### src/rtl/dmem_io_pkg.sv
// Shared constants for the data-memory I/O bridge: register offsets inside
// the I/O window and bit positions of the STATUS register.
package dmem_io_pkg;

    // Register offsets (cpu_addr[7:0]) inside the I/O window
    localparam logic [7:0] IO_LED    = 8'h00;
    localparam logic [7:0] IO_TX     = 8'h01;
    localparam logic [7:0] IO_STAT   = 8'h02;
    localparam logic [7:0] IO_CYC_LO = 8'h03;
    localparam logic [7:0] IO_CYC_HI = 8'h04;

    // STATUS register bit positions
    localparam int ST_EMPTY   = 0;
    localparam int ST_FULL    = 1;
    localparam int ST_OVF     = 2;
    localparam int ST_CNT_LSB = 3;

    // Width of the count field reported in STATUS
    localparam int ST_CNT_W   = 5;

endpackage

### src/rtl/dmem_io_bridge_sync_fifo.sv
// Single-clock FIFO with occupancy count. A push into a full FIFO is only
// taken when a pop happens in the same cycle; otherwise it is reported on
// drop_o and discarded. head_o reads zero while empty.
module sync_fifo #(
    parameter  int WIDTH = 8,
    parameter  int DEPTH = 8,
    localparam int CNT_W = $clog2(DEPTH + 1)
) (
    input  logic             clk_i,
    input  logic             rst_ni,
    input  logic             push_i,
    input  logic [WIDTH-1:0] data_i,
    input  logic             pop_i,
    output logic [WIDTH-1:0] head_o,
    output logic             full_o,
    output logic             empty_o,
    output logic [CNT_W-1:0] count_o,
    output logic             drop_o
);

    localparam int PTR_W = $clog2(DEPTH);

    logic [WIDTH-1:0] r_mem [DEPTH];
    logic [PTR_W-1:0] r_wr_ptr;
    logic [PTR_W-1:0] r_rd_ptr;
    logic [CNT_W-1:0] r_count;

    logic w_pop;
    logic w_push;

    assign full_o  = (r_count == CNT_W'(DEPTH));
    assign empty_o = (r_count == '0);
    assign count_o = r_count;
    assign head_o  = empty_o ? '0 : r_mem[r_rd_ptr];

    // A pop frees a slot, so a full FIFO can still take a push that cycle
    assign w_pop   = pop_i & ~empty_o;
    assign w_push  = push_i & (~full_o | w_pop);
    assign drop_o  = push_i & full_o & ~w_pop;

    // Storage array: written on accepted pushes only
    // NOTE: the data array has no reset; validity is tracked by the count and pointers, so resetting it would only add a reset fan-out to every storage bit.
    always_ff @(posedge clk_i) begin
        if (w_push) begin
            r_mem[r_wr_ptr] <= data_i;
        end
    end

    // Pointers wrap naturally (DEPTH is a power of two); count tracks occupancy
    // NOTE: sequential state uses non-blocking assignments so every register samples pre-edge values regardless of block ordering.
    always_ff @(posedge clk_i or negedge rst_ni) begin
        if (!rst_ni) begin
            r_wr_ptr <= '0;
            r_rd_ptr <= '0;
            r_count  <= '0;
        end else begin
            if (w_push) r_wr_ptr <= r_wr_ptr + PTR_W'(1);
            if (w_pop)  r_rd_ptr <= r_rd_ptr + PTR_W'(1);
            case ({w_push, w_pop})
                2'b10:   r_count <= r_count + CNT_W'(1);
                2'b01:   r_count <= r_count - CNT_W'(1);
                default: r_count <= r_count;
            endcase
        end
    end

endmodule

### src/rtl/dmem_io_bridge.sv
// Data-memory bridge: passes CPU loads/stores to the data RAM and decodes a
// 256-word window at IO_BASE into LED, TX byte FIFO, STATUS and a free-running
// cycle counter whose high half is snapshotted when the low half is read.
module dmem_io_bridge
    import dmem_io_pkg::*;
#(
    parameter logic [15:0] IO_BASE  = 16'hFF00,
    parameter int          TX_DEPTH = 8
) (
    input  logic        clk_i,
    input  logic        rst_ni,
    input  logic [15:0] cpu_addr_i,
    input  logic [15:0] cpu_wdata_i,
    input  logic        cpu_we_i,
    output logic [15:0] cpu_rdata_o,
    output logic [15:0] ram_addr_o,
    output logic [15:0] ram_wdata_o,
    output logic        ram_we_o,
    input  logic [15:0] ram_rdata_i,
    output logic [7:0]  tx_data_o,
    output logic        tx_valid_o,
    input  logic        tx_ready_i,
    output logic [15:0] led_o
);

    localparam int CNT_W = $clog2(TX_DEPTH + 1);

    logic [15:0]      r_led;
    logic             r_ovf;
    logic [31:0]      r_cyc;
    logic [15:0]      r_snap_hi;

    logic             w_io_hit;
    logic [7:0]       w_off;
    logic             w_io_wr;
    logic             w_push;
    logic             w_pop;
    logic             w_full;
    logic             w_empty;
    logic             w_drop;
    logic [CNT_W-1:0] w_count;
    logic [15:0]      w_status;

    assign w_io_hit    = (cpu_addr_i[15:8] == IO_BASE[15:8]);
    assign w_off       = cpu_addr_i[7:0];
    assign w_io_wr     = w_io_hit & cpu_we_i;

    // RAM never sees a write that lands inside the I/O window
    assign ram_addr_o  = cpu_addr_i;
    assign ram_wdata_o = cpu_wdata_i;
    assign ram_we_o    = cpu_we_i & ~w_io_hit;

    assign w_push      = w_io_wr & (w_off == IO_TX);
    assign w_pop       = tx_valid_o & tx_ready_i;
    assign tx_valid_o  = ~w_empty;
    assign led_o       = r_led;

    sync_fifo #(
        .WIDTH (8),
        .DEPTH (TX_DEPTH)
    ) u_tx_fifo (
        .clk_i   (clk_i),
        .rst_ni  (rst_ni),
        .push_i  (w_push),
        .data_i  (cpu_wdata_i[7:0]),
        .pop_i   (w_pop),
        .head_o  (tx_data_o),
        .full_o  (w_full),
        .empty_o (w_empty),
        .count_o (w_count),
        .drop_o  (w_drop)
    );

    // Assemble the STATUS word from FIFO state and the sticky overflow flag
    always_comb begin
        w_status                            = '0;
        w_status[ST_EMPTY]                  = w_empty;
        w_status[ST_FULL]                   = w_full;
        w_status[ST_OVF]                    = r_ovf;
        w_status[ST_CNT_LSB +: ST_CNT_W]    = ST_CNT_W'(w_count);
    end

    // Load data mux: RAM outside the window, mapped registers inside
    // NOTE: the output gets a default before the case so unmapped offsets cannot infer a latch.
    always_comb begin
        cpu_rdata_o = 16'h0000;
        if (!w_io_hit) begin
            cpu_rdata_o = ram_rdata_i;
        end else begin
            case (w_off)
                IO_LED:    cpu_rdata_o = r_led;
                IO_STAT:   cpu_rdata_o = w_status;
                IO_CYC_LO: cpu_rdata_o = r_cyc[15:0];
                IO_CYC_HI: cpu_rdata_o = r_snap_hi;
                default:   cpu_rdata_o = 16'h0000;
            endcase
        end
    end

    // LED register: full 16-bit write
    always_ff @(posedge clk_i or negedge rst_ni) begin
        if (!rst_ni) begin
            r_led <= '0;
        end else if (w_io_wr && (w_off == IO_LED)) begin
            r_led <= cpu_wdata_i;
        end
    end

    // Sticky overflow: a dropped push beats a same-cycle clear
    always_ff @(posedge clk_i or negedge rst_ni) begin
        if (!rst_ni) begin
            r_ovf <= 1'b0;
        end else if (w_drop) begin
            r_ovf <= 1'b1;
        end else if (w_io_wr && (w_off == IO_STAT) && cpu_wdata_i[ST_OVF]) begin
            r_ovf <= 1'b0;
        end
    end

    // Free-running cycle counter; reading CYC_LO freezes the high half for CYC_HI
    always_ff @(posedge clk_i or negedge rst_ni) begin
        if (!rst_ni) begin
            r_cyc     <= '0;
            r_snap_hi <= '0;
        end else begin
            r_cyc <= r_cyc + 32'd1;
            if (w_io_hit && !cpu_we_i && (w_off == IO_CYC_LO)) begin
                r_snap_hi <= r_cyc[31:16];
            end
        end
    end

endmodule

### config.mk
export PLATFORM = sky130hd
export DESIGN_NAME = dmem_io_bridge
export DESIGN_NICKNAME = d
export VERILOG_FILES = /design/src/rtl/dmem_io_pkg.sv /design/src/rtl/dmem_io_bridge_sync_fifo.sv /design/src/rtl/dmem_io_bridge.sv
export SDC_FILE = /design/constraint.sdc
export NUM_CORES = 1
export LEC_CHECK = 0
export CAP_MARGIN = 10
export CORE_ASPECT_RATIO = 0.5
export CORE_MARGIN = 2
export CORE_UTILIZATION = 35
export DETAILED_ROUTE_END_ITERATION = 10
export PLACE_DENSITY = 0.6
export SLEW_MARGIN = 0
export SYNTH_ARGS = -nofsm -noshare
export SYNTH_HDL_FRONTEND = slang
export SYNTH_SLANG_ARGS = --single-unit
### constraint.sdc
create_clock -name clk_i -period 3.9 [get_ports clk_i]
set_clock_uncertainty 0.2 [all_clocks]
set_input_delay 0.975 -clock clk_i [delete_from_list [all_inputs] [get_ports clk_i]]
set_output_delay 0.975 -clock clk_i [all_outputs]
set_load 0.02 [all_outputs]
======== Yosys cells after proc, flatten, opt, wreduce, memory -nomap -nowiden ========
Memories as Yosys holds them, arrays and structs flattened.
Index checks and enable logic that the tools add are counted.
storage, ports and cells
  bits in registers ....................... 75
  bits in latches ......................... 0
  bits in writable memories ............... 64
  bits in read-only memories .............. 0
  input port bits ......................... 52
  output and inout bits ................... 74
  word-level logic and storage cells ...... 52
  memories ................................ 1
cells by class
  add/sub/neg operators ................... 5
  multiply operators ...................... 0
  div/mod/pow operators ................... 0
  order comparisons ....................... 0
  eq/ne operators ......................... 8
  shift-type cells ........................ 0
  muxes and demuxes ....................... 8
  bitwise operators ....................... 13
  reductions and logical operators ........ 10
memories
  memory           words  bits a word  rd ports  clocked after Yosys merged registers in  write ports  line                            RTL
  u_tx_fifo.r_mem  8      8            1         0                                        1            dmem_io_bridge_sync_fifo.sv:23  logic [WIDTH-1:0] r_mem [DEPTH];
operators with widths
  kind                     number
  $pmux W16 S4             1
  $add A32 B1 Y32 const B  1
  $eq A8 B2 Y1 const B     2
  $mux W16                 1
  $and A1 B1 Y1            8
  $eq A8 B1 Y1 const B     1
  $eq A8 B3 Y1 const B     1
  $eq A8 B8 Y1 const B     1
  $logic_not A8 Y1         1
  $mux W8                  1
  $pmux W4 S2              1
  $add A3 B1 Y3 const B    2
  $logic_and A1 B1 Y1      5
  $add A4 B1 Y4 const B    1
  $eq A4 B4 Y1 const B     1
  $logic_not A4 Y1         1
  $mux W1                  4
  $not A1 Y1               4
  $reduce_bool A2 Y1       2
  $sub A4 B1 Y4 const B    1
  $eq A2 B1 Y1 const B     1
  $eq A2 B2 Y1 const B     1
  $logic_not A1 Y1         1
  $or A1 B1 Y1             1

======== Longest topological paths before layout ========
Gate-level depths: netlist of the first run.
  depth in word-level cells ............... 8
  mapped depth ............................ 10
  mapped depth without buffers ............ 10

======== Modules after synthesis ========
A second synthesis of the first run with hierarchy kept.
second synthesis, totals
  cell total of the unflattened synthesis .. 529
  area total of the unflattened synthesis .. 6766.5 µm²
modules (own cells, without submodules)
  module          times used  cells each  area each (µm²)  sequential area each (µm²)
  dmem_io_bridge  1           329         3639.7           1626.6
  sync_fifo       1           200         3126.7           2172.1

======== Worst setup path before layout of the first run ========
OpenSTA, ideal clock, no wires.
  path type ............................... input -> output
  start point ............................. input cpu_addr_i[3]
  end point ............................... output cpu_rdata_o[10]
  arrival time ............................ 2.496 ns
  data required time ...................... 2.725 ns
  path slack .............................. 0.229 ns
  stages .................................. 5
  path buffers ............................ 1
  cell sequence ........................... or3_4 or2_1 a2111oi_4 buf_4 a22o_1
on the way
  word-level cells in the longest chain between the ends .. 3
  elaborated cells on any way between the ends .. 6
  those cells by class .................... 3 x eq/ne; 2 x mux; 1 x reduce/logical
RTL lines
  item                                  line                  RTL
  start, declared                       dmem_io_bridge.sv:12  input logic [15:0] cpu_addr_i,
  $eq A8 B3 Y1 (tied with other cells)  dmem_io_bridge.sv:90  case (w_off)
  $pmux W16 S4 (*)                      dmem_io_bridge.sv:90
  $mux W16 (*)                          dmem_io_bridge.sv:87  if (!w_io_hit) begin
  end, declared                         dmem_io_bridge.sv:15  output logic [15:0] cpu_rdata_o,
Mark *: on every way between the ends. The rest lies on a longest branch, timed or not.

======== Worst setup path after layout of the first run ========
  start point ............................. input cpu_addr_i[5]
  end point ............................... output cpu_rdata_o[0]
Same word-level chain as after synthesis.

==> impl_metrics.tcl, run 1 <==
set metrics [dict create \
    placed_area_um2 8150 \
    grt_usage 0.172 \
    timing.fmax_mhz 262 \
    layout.cells.non_filler 882 \
    ys_warn_count 0 \
    synth_top_area_cell "edfxtp_1" \
    layout.nets 687 \
    htree_levels 4 \
    finalSetupTns_ns 0 \
    synth-xor-area-share 0.0493 \
    hold_violations 0 \
    num_io_pins 126 \
    required_ns 2.72 \
    clk_pin_slew_ns 0.06 \
    vias 4299 \
    mostFrequentLayoutCells "clkdlybuf4s50_1 (94), dfrtp_1 (75), buf_4 (68)" \
    synth_top_flop_cell "dfrtp_1" \
    viasPerCell 4.87 \
    min_period_ns 3.82 \
    synth-simple-area-share 0.0986 \
    synthAdderAreaFrac 0.0126 \
    portBuffers 125 \
    die_area_um2 20000 \
    synth_edf_count 64 \
    drc 0 \
    final_common_cell "clkdlybuf4s50_1" \
    clock_latency_ns 0.42 \
    final_core_util 0.477 \
    ir_worst_vdd_uv 296 \
    async_reset_ff_frac 0.540 \
    synth-seq-cells 139 \
    arrival_ns 2.64 \
    coreArea_um2 18400 \
    fin_crit_sh 0.979 \
    gr-usage-met3 0.0328 \
    r2r_start "u_tx_fifo.count_o[0]$_DFFE_PN0P_" \
    yosys.area.top_type_share 0.292 \
    synth_fp_nets 534 \
    max_cap_viol_count 0 \
    cts_buffers 17 \
    p_leak_nw 3.69 \
    hpwl_mm 11.2 \
    drt_pass1_iterations 6 \
    start_util 0.358 \
    wl_per_cell_um 18.2 \
    cp_max_fo 4 \
    fillers 1642 \
    power-per-cell-area_nw_per_um2 480 \
    die_w_um 198 \
    setup_viol 0 \
    hold_depth 1 \
    row_count 35 \
    status "finished, final reports clean" \
    clock-sinks 139 \
    area_delta_synth_final_pct 33.5 \
    worstSetupPathType "in2out" \
    gr-usage-met1 0.242 \
    grtUsageMet2 0.274 \
    synthCells 476 \
    grt_pass1_wl_mm 25.7 \
    crit_end "cpu_rdata_o[0]" \
    startpoint "cpu_addr_i[5]" \
    r2r_end "u_tx_fifo.count_o[3]$_DFFE_PN0P_" \
    antenna_found_initial 0 \
    ff2ff_path_depth 11 \
    cts_tree "done" \
    synth_area_leaders "edfxtp_1 (29%), dfrtp_1 (29%), mux2_2 (5.7%)" \
    final_max_slew_viol_count 0 \
    clk_path_buf_depth 2 \
    critPathLaunchType "primary input" \
    avgSynthCellArea_um2 13.8 \
    ys_types 53 \
    synth_mux_area_frac 0.158 \
    grt_pass1_vias 4518 \
    antenna_left 0 \
    grt_overflow 0 \
    num_antenna_cells 0 \
    postCtsHoldBufs 0 \
    hold_ws_ns 0.281 \
    synth-compound-area-share 0.0489 \
    routed_wl_mm 16.1 \
    ys_seq_area_frac 0.578 \
    root_buffer "clkbuf_16" \
    rrSetupSlack_ns 1.15 \
    grt_max_degree 76 \
    worstMarginPinSlew_ns 0.956 \
    end_kind "primary output" \
    hold_class "reg2reg" \
    routabilityCongestion 0.845 \
    synth_area_um2 6580 \
    drtIter0Drc 254 \
    relSlewSlack 0.363 \
    rsz0062_at_grt "false" \
    layout-drive-gt1-share 0.277 \
    synth_top_family_by_area "multiplexers" \
    dp_cells 835 \
    die_h_um 101 \
    final_area_um2 8780 \
    top_usage_layer "met2" \
]
synthesized netlist by cell type, drive strengths merged, types with 2 or more instances:
master and number:
a22o 16, and4 5, a21oi 4, clkbuf 8, mux4 16, dfrtp 75, xor2 10, mux2i 29
nor3 2, and3 9, xnor2 27, nand2 33, nand3 11, nor3b 5, nand4 6, nand2b 2
o21ai 10, mux2 34, and2 5, or2 4, buf 44, nor4 6, o22ai 4, edfxtp 64
a21o 2, ha 5, inv 7, nor2 21
power by group:
part	switching [W]	internal, W	leakage (nW)
Clock	0.000710	0.000852	0.275
Combinational	0.000460	0.000529	1.82
Sequential	0.0000944	0.00157	1.59
routing by layer:
metal / vias to the layer above / routed length (um)
met5: - / 0
met4: 0 / 129
met3: 11 / 510
met2: 90 / 7610
met1: 2163 / 7830
li1: 2035 / -
critical path, cell delays in order:
cell and delay, ns:
clkdlybuf4s15_1 0.18, or3_4 0.37, or2_4 0.25, a2111oi_4 0.36, buf_2 0.23, a22o_1 0.15
buf_6 0.12
what timing repair did:
| action | in CTS | in global routing |
|---|---|---|
| cloned | 1 | 0 |
| buffers inserted | 13 | 1 |
| setup endpoints to repair | 17 | 16 |
| gates resized for setup | 85 | 15 |
| pin swaps | 7 | 4 |
cell type report:
cell class,count,area (um2),share of cell area
Tap cell,240,300,0.0342
Clock buffer,17,425,0.0484
Sequential cell,139,3800,0.433
Multi-Input combinational cell,278,2420,0.276
Clock inverter,15,150,0.0171
Inverter,7,26.3,0.00299
Timing Repair Buffer,186,1660,0.189
stage by stage:
step / power [W] / worst slack (ns)
after CTS: 0.00426 / 0.00419
after global routing: 0.00440 / 0.00466
after floorplan: 0.00230 / 0.229
after detailed placement: 0.00270 / -0.612
after global placement: 0.00269 / -0.577
final: 0.00422 / 0.0807
logic make-up (layout without fill, tap and decap cells):
group,Yosys count,after routing
XOR/XNOR,37,37
adder cells (fa/ha/maj),6,6
AND/OR/NAND/NOR,115,115
flip-flops,139,139
AO/OA/AOI/OAI,41,41
buffers and inverters,59,225
multiplexers,79,79
how the worst min path moves through the flow:
stage,start,endpoint,slack [ns]
after floorplan,r_cyc[31]$_DFF_PN0_,r_cyc[31]$_DFF_PN0_,0.24
final,r_cyc[31]$_DFF_PN0_,r_cyc[31]$_DFF_PN0_,0.28
after CTS,r_cyc[31]$_DFF_PN0_,r_cyc[31]$_DFF_PN0_,0.28
after global routing,r_cyc[31]$_DFF_PN0_,r_cyc[31]$_DFF_PN0_,0.30
after detailed placement,r_cyc[31]$_DFF_PN0_,r_cyc[31]$_DFF_PN0_,0.27
after global placement,r_cyc[31]$_DFF_PN0_,r_cyc[31]$_DFF_PN0_,0.26
flip-flops by register name, summed over array words and instances, names as in the netlist:
name,flops
led_o,16
r_cyc,32
r_ovf,1
r_snap_hi,16
u_tx_fifo.count_o,4
u_tx_fifo.r_mem,64
u_tx_fifo.r_rd_ptr,3
u_tx_fifo.r_wr_ptr,3
(Power assumes the default switching activity.)
==> run 2: changes to the inputs <==
clock period = 4 ns   (was 3.9 ns; I/O delays follow)
==> run 2 against run 1 <==
  * Final cell count down 0.91%
  * Count of clock-buffer cells in the layout is the same
  * Global-route usage down 0.90 points
  * Non-clock buffer count fell by 8
  * Critical path depth did not move
  * Via count fell by 2.0%
  * Hold slack worse by 0.0047 ns
  * Largest power group unchanged
==> impl_metrics.tcl, run 2 (same netlist as run 1, synthesis figures left out) <==
set metrics [dict create \
    status "finished, final reports clean" \
    num_antenna_cells 0 \
    p_seq_frac 0.393 \
    drtIter0Drc 228 \
    final_common_cell "clkdlybuf4s50_1" \
    hold_ws_ns 0.276 \
    rrSetupSlack_ns 1.37 \
    root_buffer "clkbuf_16" \
    postCtsHoldBufs 0 \
    clk_pin_slew_ns 0.06 \
    arrival_ns 2.71 \
    mostFrequentLayoutCells "clkdlybuf4s50_1 (98), dfrtp_1 (75), edfxtp_1 (64)" \
    area_delta_synth_final_pct 32.7 \
    die_h_um 101 \
    ir_worst_vdd_uv 306 \
    reg_top3 "u_tx_fifo.r_mem: 64 flops, r_cyc: 32 flops" \
    power-per-cell-area_nw_per_um2 470 \
    layout-drive-gt1-share 0.270 \
    final_max_slew_viol_count 0 \
    p_leak_nw 3.66 \
    switching_power_w 0.00122 \
    p_sw_frac 0.297 \
    hold_violations 0 \
    grt_usage 0.163 \
    setup_viol 0 \
    hpwl_mm 10.9 \
    cts_buffers 17 \
    grt_overflow 0 \
    timing.fmax_mhz 256 \
    clock_power_share 0.368 \
    worst_slack_ns 0.0930 \
    fin_crit_sh 0.977 \
    p_int_w 0.00288 \
    die_w_um 198 \
    rsz0062_at_grt "false" \
    portBuffers 125 \
    critPathLaunchType "primary input" \
    layout.nets 679 \
    antenna_left 0 \
    startpoint "cpu_addr_i[7]" \
    relSlewSlack 0.356 \
    ff2ff_path_depth 11 \
    r2r_start "u_tx_fifo.count_o[0]$_DFFE_PN0P_" \
    coreArea_um2 18400 \
    cp_max_fo 7 \
    worstSetupPathType "in2out" \
    wl_per_cell_um 17.7 \
    regMostFlops "u_tx_fifo.r_mem" \
    clk_path_buf_depth 2 \
    min_period_ns 3.91 \
    routabilityCongestion 0.844 \
    htree_levels 4 \
    max_cap_viol_count 0 \
    clock_latency_ns 0.41 \
    worstMarginPinSlew_ns 0.966 \
    grt_pass1_wl_mm 24.2 \
    drt_pass1_iterations 4 \
    comb_power_share 0.239 \
    finalSetupTns_ns 0 \
    routed_wl_mm 15.4 \
    hold_class "reg2reg" \
    grt_max_degree 76 \
    place_ws_ns -0.575 \
    r2r_end "u_tx_fifo.count_o[3]$_DFFE_PN0P_" \
    antenna_found_initial 0 \
    num_io_pins 126 \
    vias 4214 \
    end_kind "primary output" \
    cts_tree "done" \
    grt_pass1_vias 4188 \
    drc 0 \
    die_area_um2 20000 \
    crit_end "cpu_rdata_o[12]" \
    required_ns 2.80 \
    clock-sinks 139 \
    largest_register_ffs 64 \
    start_util 0.358 \
    row_count 35 \
    viasPerCell 4.82 \
]
==> run 2: changes by cell type in the layout (fill, tap and decap cells not counted), moves of 2 or more <==
cell,previous run,this run
buf_2,6,12
buf_4,68,55
clkdlybuf4s50_1,94,98
dlygate4sd2_1,10,6
inv_8,6,4
==> run 2: layout make-up <==
cell class / instances / area, um2
fillers: 1642 / 9660
flip-flops and latches: 139 / 3800
multi-input cells: 278 / 2440
repair buffers: 178 / 1590
clock buffers: 17 / 425
well taps: 240 / 300
clock inverters: 15 / 144
inverters: 7 / 26.3
==> run 2: power groups by stage <==
stage          clock, W  sequential (W)  combinational, W
2_1_floorplan         0         0.00160          0.000648
3_3_place_gp          0         0.00164          0.000976
3_5_place_dp          0         0.00164          0.000988
4_1_cts         0.00153         0.00161          0.000983
5_1_grt         0.00161         0.00162           0.00107
6_report        0.00151         0.00161          0.000981
==> run 2: critical path, cell delays in order <==
cell	delay (ns)
dlygate4sd2_1	0.26
or2_2	0.31
or2_4	0.27
a2111oi_4	0.35
buf_4	0.23
a22o_1	0.13
buf_2	0.16
==> run 2: worst min-delay path by stage <==
stage,depth (start not counted),endpoint,start
2_1_floorplan,1,r_cyc[31]$_DFF_PN0_,r_cyc[31]$_DFF_PN0_
4_1_cts,1,r_cyc[31]$_DFF_PN0_,r_cyc[31]$_DFF_PN0_
5_1_grt,1,r_ovf$_DFFE_PN0P_,r_ovf$_DFFE_PN0P_
3_5_place_dp,1,r_cyc[31]$_DFF_PN0_,r_cyc[31]$_DFF_PN0_
3_3_place_gp,1,r_cyc[31]$_DFF_PN0_,r_cyc[31]$_DFF_PN0_
6_report,1,r_cyc[31]$_DFF_PN0_,r_cyc[31]$_DFF_PN0_
==> run 2: routing by layer <==
| metal | wire [um] | up-vias | GRT usage | part of all wire |
|---|---|---|---|---|
| met1 | 7650 | 2110 | 0.233 | 0.50 |
| met2 | 7180 | 75 | 0.252 | 0.46 |
| met5 | 0 | - | 0 | 0 |
| met3 | 517 | 8 | 0.0325 | 0.033 |
| li1 | - | 2021 | - | - |
| met4 | 99 | 0 | 0.0474 | 0.0064 |
==> run 2: metrics by stage <==
step                      area [um2]  power [W]  cells   util
final                           8730    0.00410    874  0.475
after global routing            8730    0.00429    874  0.475
after CTS                       8670    0.00413    871  0.471
after detailed placement        8120    0.00263    831  0.441
after global placement          8120    0.00262    831  0.441
after floorplan                 6580    0.00225    476      -
==> run 2: repair_timing <==
| action | CTS | global route |
|---|---|---|
| pin swaps | 5 | 12 |
| hold endpoints to repair | 0 | 0 |
| endpoints found under the setup margin | 17 | 17 |
| gates resized for setup | 78 | 11 |
| gates cloned | 1 | 0 |
| buffers inserted | 7 | 3 |
==> RTL change 1 (settings of run 1) <==
`TX_DEPTH`: 8 -> 4.
--- a/src/rtl/dmem_io_bridge.sv
+++ b/src/rtl/dmem_io_bridge.sv
@@ -7,3 +7,3 @@
     parameter logic [15:0] IO_BASE  = 16'hFF00,
-    parameter int          TX_DEPTH = 8
+    parameter int          TX_DEPTH = 4
 ) (
Function: changed (a bounded check fails within 10 cycles, from zero or initial values and one cycle with rst_ni low).
==> RTL change 1 against run 1 <==
- worst setup slack lost 0.052 ns
- cell area shrank 17%
- first-iteration DRC count shrank 41%
- sequential cell count shrank 35
- wire length shrank 18%
- die area shrank 18%
- sequential power shrank 26%
- total power shrank 32%
- area after synthesis shrank 19%
==> RTL change 1: results (changes against run 1) <==
Status:
- The flow ran to the end, and the final reports show no timing, DRC or antenna violations.

STA:
- The worst hold slack after final layout is 0.278 ns (-0.00280 ns).
- The maximum clock rate is 0.258 GHz (-1.3%).
- The tightest slew margin relative to the limit is 58.2% (+22 points).

Setup path:
- The internal reg-to-reg setup slack is 1.50 ns (+0.35 ns).
- The slowest stage of the critical path belongs to the cell or4_4.
- The highest cell delay on the worst timing path came to 0.51 ns (+0.14 ns).
- The signal arrival time at the worst endpoint is 2.70 ns (+0.06 ns).
- The worst-path maximum fanout came to 8 (+4).
- The depth of the worst register-to-register path is 6 (-5).
- The endpoint identified for the worst register-to-register timing path is u_tx_fifo.count_o[1]$_DFFE_PN0P_.
- The worst setup path endpoint is cpu_rdata_o[2].
- The critical path starts at cpu_addr_i[15].

Placement:
- The count of placed standard cells including taps came to 746 (-11%).
- The placed instance area came to 0.00676 mm2 (-17%).
- The half-perimeter wire length after detailed placement came to 9280 um (-17%).
- The worst setup timing slack at the placement stage is -0.762 ns (-0.150 ns).

Final layout:
- The footprint of the multi-input gates is 0.00219 mm2 (-9.7%).
- The net count of the finished layout is 642 (-6.6%).
- In the final layout, the registers with the most flip-flops are r_cyc x32, u_tx_fifo.r_mem x32.
- The ratio of cells with drive above 1 in the final layout is 26.7% (-1.1 points).
- The filler cell count is 1,322 (-19%).

Power and ir drop:
- The sequential group share of total power is 43.0% (+3.5 points).
- The switching fraction of total power is 29.7% (-0.24 points).
- The combinational power is 757 uW (-23%).
- The final total power was 2.86 mW (-32%).
- The peak supply drop is 217 uV (-27%).

GRT:
- The wire length of the first global-routing pass is 20,800 um (-19%).
- The pin count of the biggest net entering global routing is 37 (-51%).
- The global router's overall resource usage is 16.7% (-0.50 points).

Synthesis:
- After synthesis, the most frequently instantiated cells are 72 x dfrtp_1, 32 x buf_4, 32 x edfxtp_1, 31 x nand2_1, 22 x nor2_1.
- The post-synthesis sequential area ratio is 51.9% (-5.9 points).
- Yosys attributes the largest share of cell area to dfrtp_1 34%, edfxtp_1 18%, buf_4 4.5%.
- The net count of the mapped netlist is 500 (-6.4%).
- The post-synthesis async set-or-reset flop share came to 69.2% (+15 points).
- The number of instances in the synthesized netlist was 442 (-7.1%).
- The number of distinct library cells after synthesis was 51 (-3.8%).

Drt:
- The wire length per cell came to 16.7 um (-8.2%).
- The number of iterations in the first detailed-routing pass came to 5 (-1).
- The number of DRC markers after the initial detailed-route iteration was 151 (-41%).
- The number of vias in the routed layout was 3,842 (-11%).

CTS:
- The number of buffers added by the clock tree synthesis step is 9 (-8).
- The depth of the CTS H-tree came to 3 (-1).
- The insertion delay to the later sink of the worst-skew pair is 0.35 ns (-0.07 ns).
==> RTL change 1: per-layer routing <==
layer	vias up	GRT usage [%]	share of wire, %
li1	1849	-	-
met1	1920	22.4	46
met2	58	27.4	50
met3	15	3.73	3.1
met4	0	4.00	1.4
met5	-	0	0
==> RTL change 1: cell families (layout without fill, tap and decap cells) <==
kind of cell / count (synthesis) / count (layout) / synth area share, %
simple gates: 127 / 127 / 12.7
flops: 104 / 104 / 51.9
buf+inv: 65 / 212 / 7.75
compound gates: 53 / 53 / 6.95
mux: 53 / 53 / 13.6
xor+xnor: 34 / 34 / 5.59
fa+ha+maj: 6 / 6 / 1.55
==> RTL change 1: what timing repair did <==
action	CTS	global route
setup buffers	22	3
pin swaps	7	12
resized for setup	130	19
endpoints found under the setup margin	17	50
cloned	1	0
hold buffers	0	0
==> RTL change 1: final cells by class <==
type	instances	share of cell area, %
flip-flops and latches	104	38.0
repair buffers	185	24.0
multi-input cells	273	30.1
inverters	11	0.568
clock inverters	7	0.861
clock buffers	9	3.10
well taps	198	3.41
==> RTL change 2 (config.mk and constraints of run 1) <==
Made on the original files. One comparison of `r_count` changes from == to >=.
--- a/src/rtl/dmem_io_bridge_sync_fifo.sv
+++ b/src/rtl/dmem_io_bridge_sync_fifo.sv
@@ -30,3 +30,3 @@
 
-    assign full_o  = (r_count == CNT_W'(DEPTH));
+    assign full_o  = (r_count >= CNT_W'(DEPTH));
     assign empty_o = (r_count == '0);
Check against the original RTL: same outputs for any inputs over 4 cycles, from zero or initial values and one cycle with rst_ni low; that may be too few to reach the edited logic, so the function may still have changed.
==> RTL change 2 against run 1 <==
- area after synthesis is 0.68% lower
- count of clock-buffer cells in the layout stayed put
- worst setup slack worse by 0.022 ns
- final cell count is 0.45% lower
- global-route usage is 0.94 points lower
- wire length is 3.3% lower
- sequential cell count stayed put
- total power is 1.4% higher
- cell area is 1.5% lower
- clock power is 4% higher
==> RTL change 2: results (changes against run 1) <==
Status:
- The flow ran to the end, and the final reports show no timing, DRC or antenna violations.

Setup path:
- The largest individual stage delay along the critical path comes from the cell clkdlybuf4s50_1.
- The depth of the worst register-to-register path is 12 (+1).
- The signal arrival time at the worst endpoint came to 2.67 ns (+0.03 ns).
- The internal reg-to-reg setup slack is 1.04 ns (-0.11 ns).
- The highest cell delay on the worst timing path is 0.42 ns (+0.05 ns).
- The kind of cell with the highest combined delay on the critical path is buffers and inverters.

Synthesis:
- The fraction of synthesized cell area in xor and xnor cells is 4.83% (-0.10 points).
- The synthesized area divided by synthesized cell count came to 13.3 um2 (-3.5%).
- The fraction of the mapped netlist area in compound gates is 5.21% (+0.32 points).
- By count the netlist is led by 75 x dfrtp_1, 64 x edfxtp_1, 42 x mux2_2, 32 x buf_4, 29 x nand2_1.
- Sorting the synthesized cells by area gives the leading types as edfxtp_1 29%, dfrtp_1 29%, mux2_2 7.2%.
- The post-synthesis sequential area ratio is 58.2% (+0.40 points).
- The net count of the mapped netlist is 548 (+2.6%).

Final layout:
- The count of placed standard cells in the final layout, fillers left out came to 878 (-0.45%).
- The filler cell count is 1,641 (-0.061%).
- The ratio of cells with drive above 1 in the final layout is 26.3% (-1.4 points).
- The net count of the finished layout came to 683 (-0.58%).

Drt:
- The sum of routed wire segments on met1 is 7340 um (-6.3%).
- The number of iterations in the first detailed-routing pass is 4 (-2).
- The number of vias per cell was 4.88 (+0.18%).
- The number of DRC markers after the initial detailed-route iteration is 222 (-13%).

GRT:
- The met2 routing resource usage after global routing is 26.7% (-0.76 points).
- The wire length of the first global-routing pass was 24,300 um (-5.3%).
- The global router's overall resource usage is 16.2% (-0.94 points).
- The met1 global-route usage is 21.8% (-2.4 points).

STA:
- The actual slew at the worst max-slew pin is 0.984 ns (+0.0279 ns).
- The worst hold slack after final layout came to 0.271 ns (-0.00917 ns).

Placement:
- The count of placed standard cells including taps was 846 (+1.3%).
- The final weighted congestion in routability-driven placement was 0.818 (-3.2%).

Power and ir drop:
- The leakage power of the design is 3.58 nW (-2.9%).
## RTL change 2: cell types whose count changed after synthesis, sizes merged, moves of 8 or more
cell,delta
a22o,-11
nor2,+8
nand3,+10
mux2i,-14
mux2,+8
a22oi,+20
## RTL change 2: layout make-up
cell class | instances | area [um2] | share of cell area [%]
multi-input combinational | 288 | 2380 | 27.6
timing repair buffer | 171 | 1530 | 17.7
tap | 240 | 300 | 3.47
inverter | 8 | 30.0 | 0.347
sequential | 139 | 3800 | 43.9
clock buffer | 17 | 425 | 4.92
clock inverter | 15 | 176 | 2.04
## RTL change 2: stage by stage
stage | worst slack, ns | total power, mW | utilization (%) | setup TNS [ns]
3_3_place_gp | -0.404 | 2.69 | 44.2 | -5.22
6_report | 0.0584 | 4.28 | 47.1 | 0
5_1_grt | 0.0151 | 4.49 | 47.1 | 0
2_1_floorplan | 0.212 | 2.30 | - | 0
4_1_cts | 0.0116 | 4.33 | 47.5 | 0
3_5_place_dp | -0.344 | 2.70 | 44.2 | -5.05
## RTL change 2: worst max-delay path by stage
| stage | startpoint | to | slack [ns] | cells past startpoint |
|---|---|---|---|---|
| 2_1_floorplan | cpu_addr_i[1] | cpu_rdata_o[10] | 0.21 | 7 |
| 3_3_place_gp | cpu_addr_i[1] | cpu_rdata_o[14] | -0.40 | 8 |
| 3_5_place_dp | cpu_addr_i[1] | cpu_rdata_o[12] | -0.34 | 8 |
| 4_1_cts | cpu_addr_i[0] | cpu_rdata_o[14] | 0.01 | 8 |
| 5_1_grt | cpu_addr_i[1] | cpu_rdata_o[10] | 0.02 | 8 |
| 6_report | cpu_addr_i[1] | cpu_rdata_o[0] | 0.06 | 8 |
## RTL change 2: cells by family (layout without fill, tap and decap cells)
logic type | Yosys count | in the layout
adders and majority gates | 6 | 6
AOI/OAI and AO/OA | 51 | 51
buffers and inverters | 63 | 211
xor gates and xnor gates | 36 | 36
muxes | 73 | 73
and+or+nand+nor | 122 | 122
DFF | 139 | 139
## RTL change 2: what timing repair did
item,CTS,global route
endpoints found under the setup margin,16,17
endpoints found under the hold margin,0,0
hold buffers,0,0
pin swaps,0,1
gates resized for setup,51,22
cloned,0,0
buffers inserted,0,0
## RTL change 2: power groups by stage
stage | Clock, mW | Sequential (mW) | Combinational (mW)
2_1_floorplan | 0 | 1.63 | 0.669
3_3_place_gp | 0 | 1.69 | 0.999
3_5_place_dp | 0 | 1.69 | 1.01
4_1_cts | 1.66 | 1.66 | 1.01
5_1_grt | 1.73 | 1.67 | 1.09
6_report | 1.62 | 1.66 | 0.991
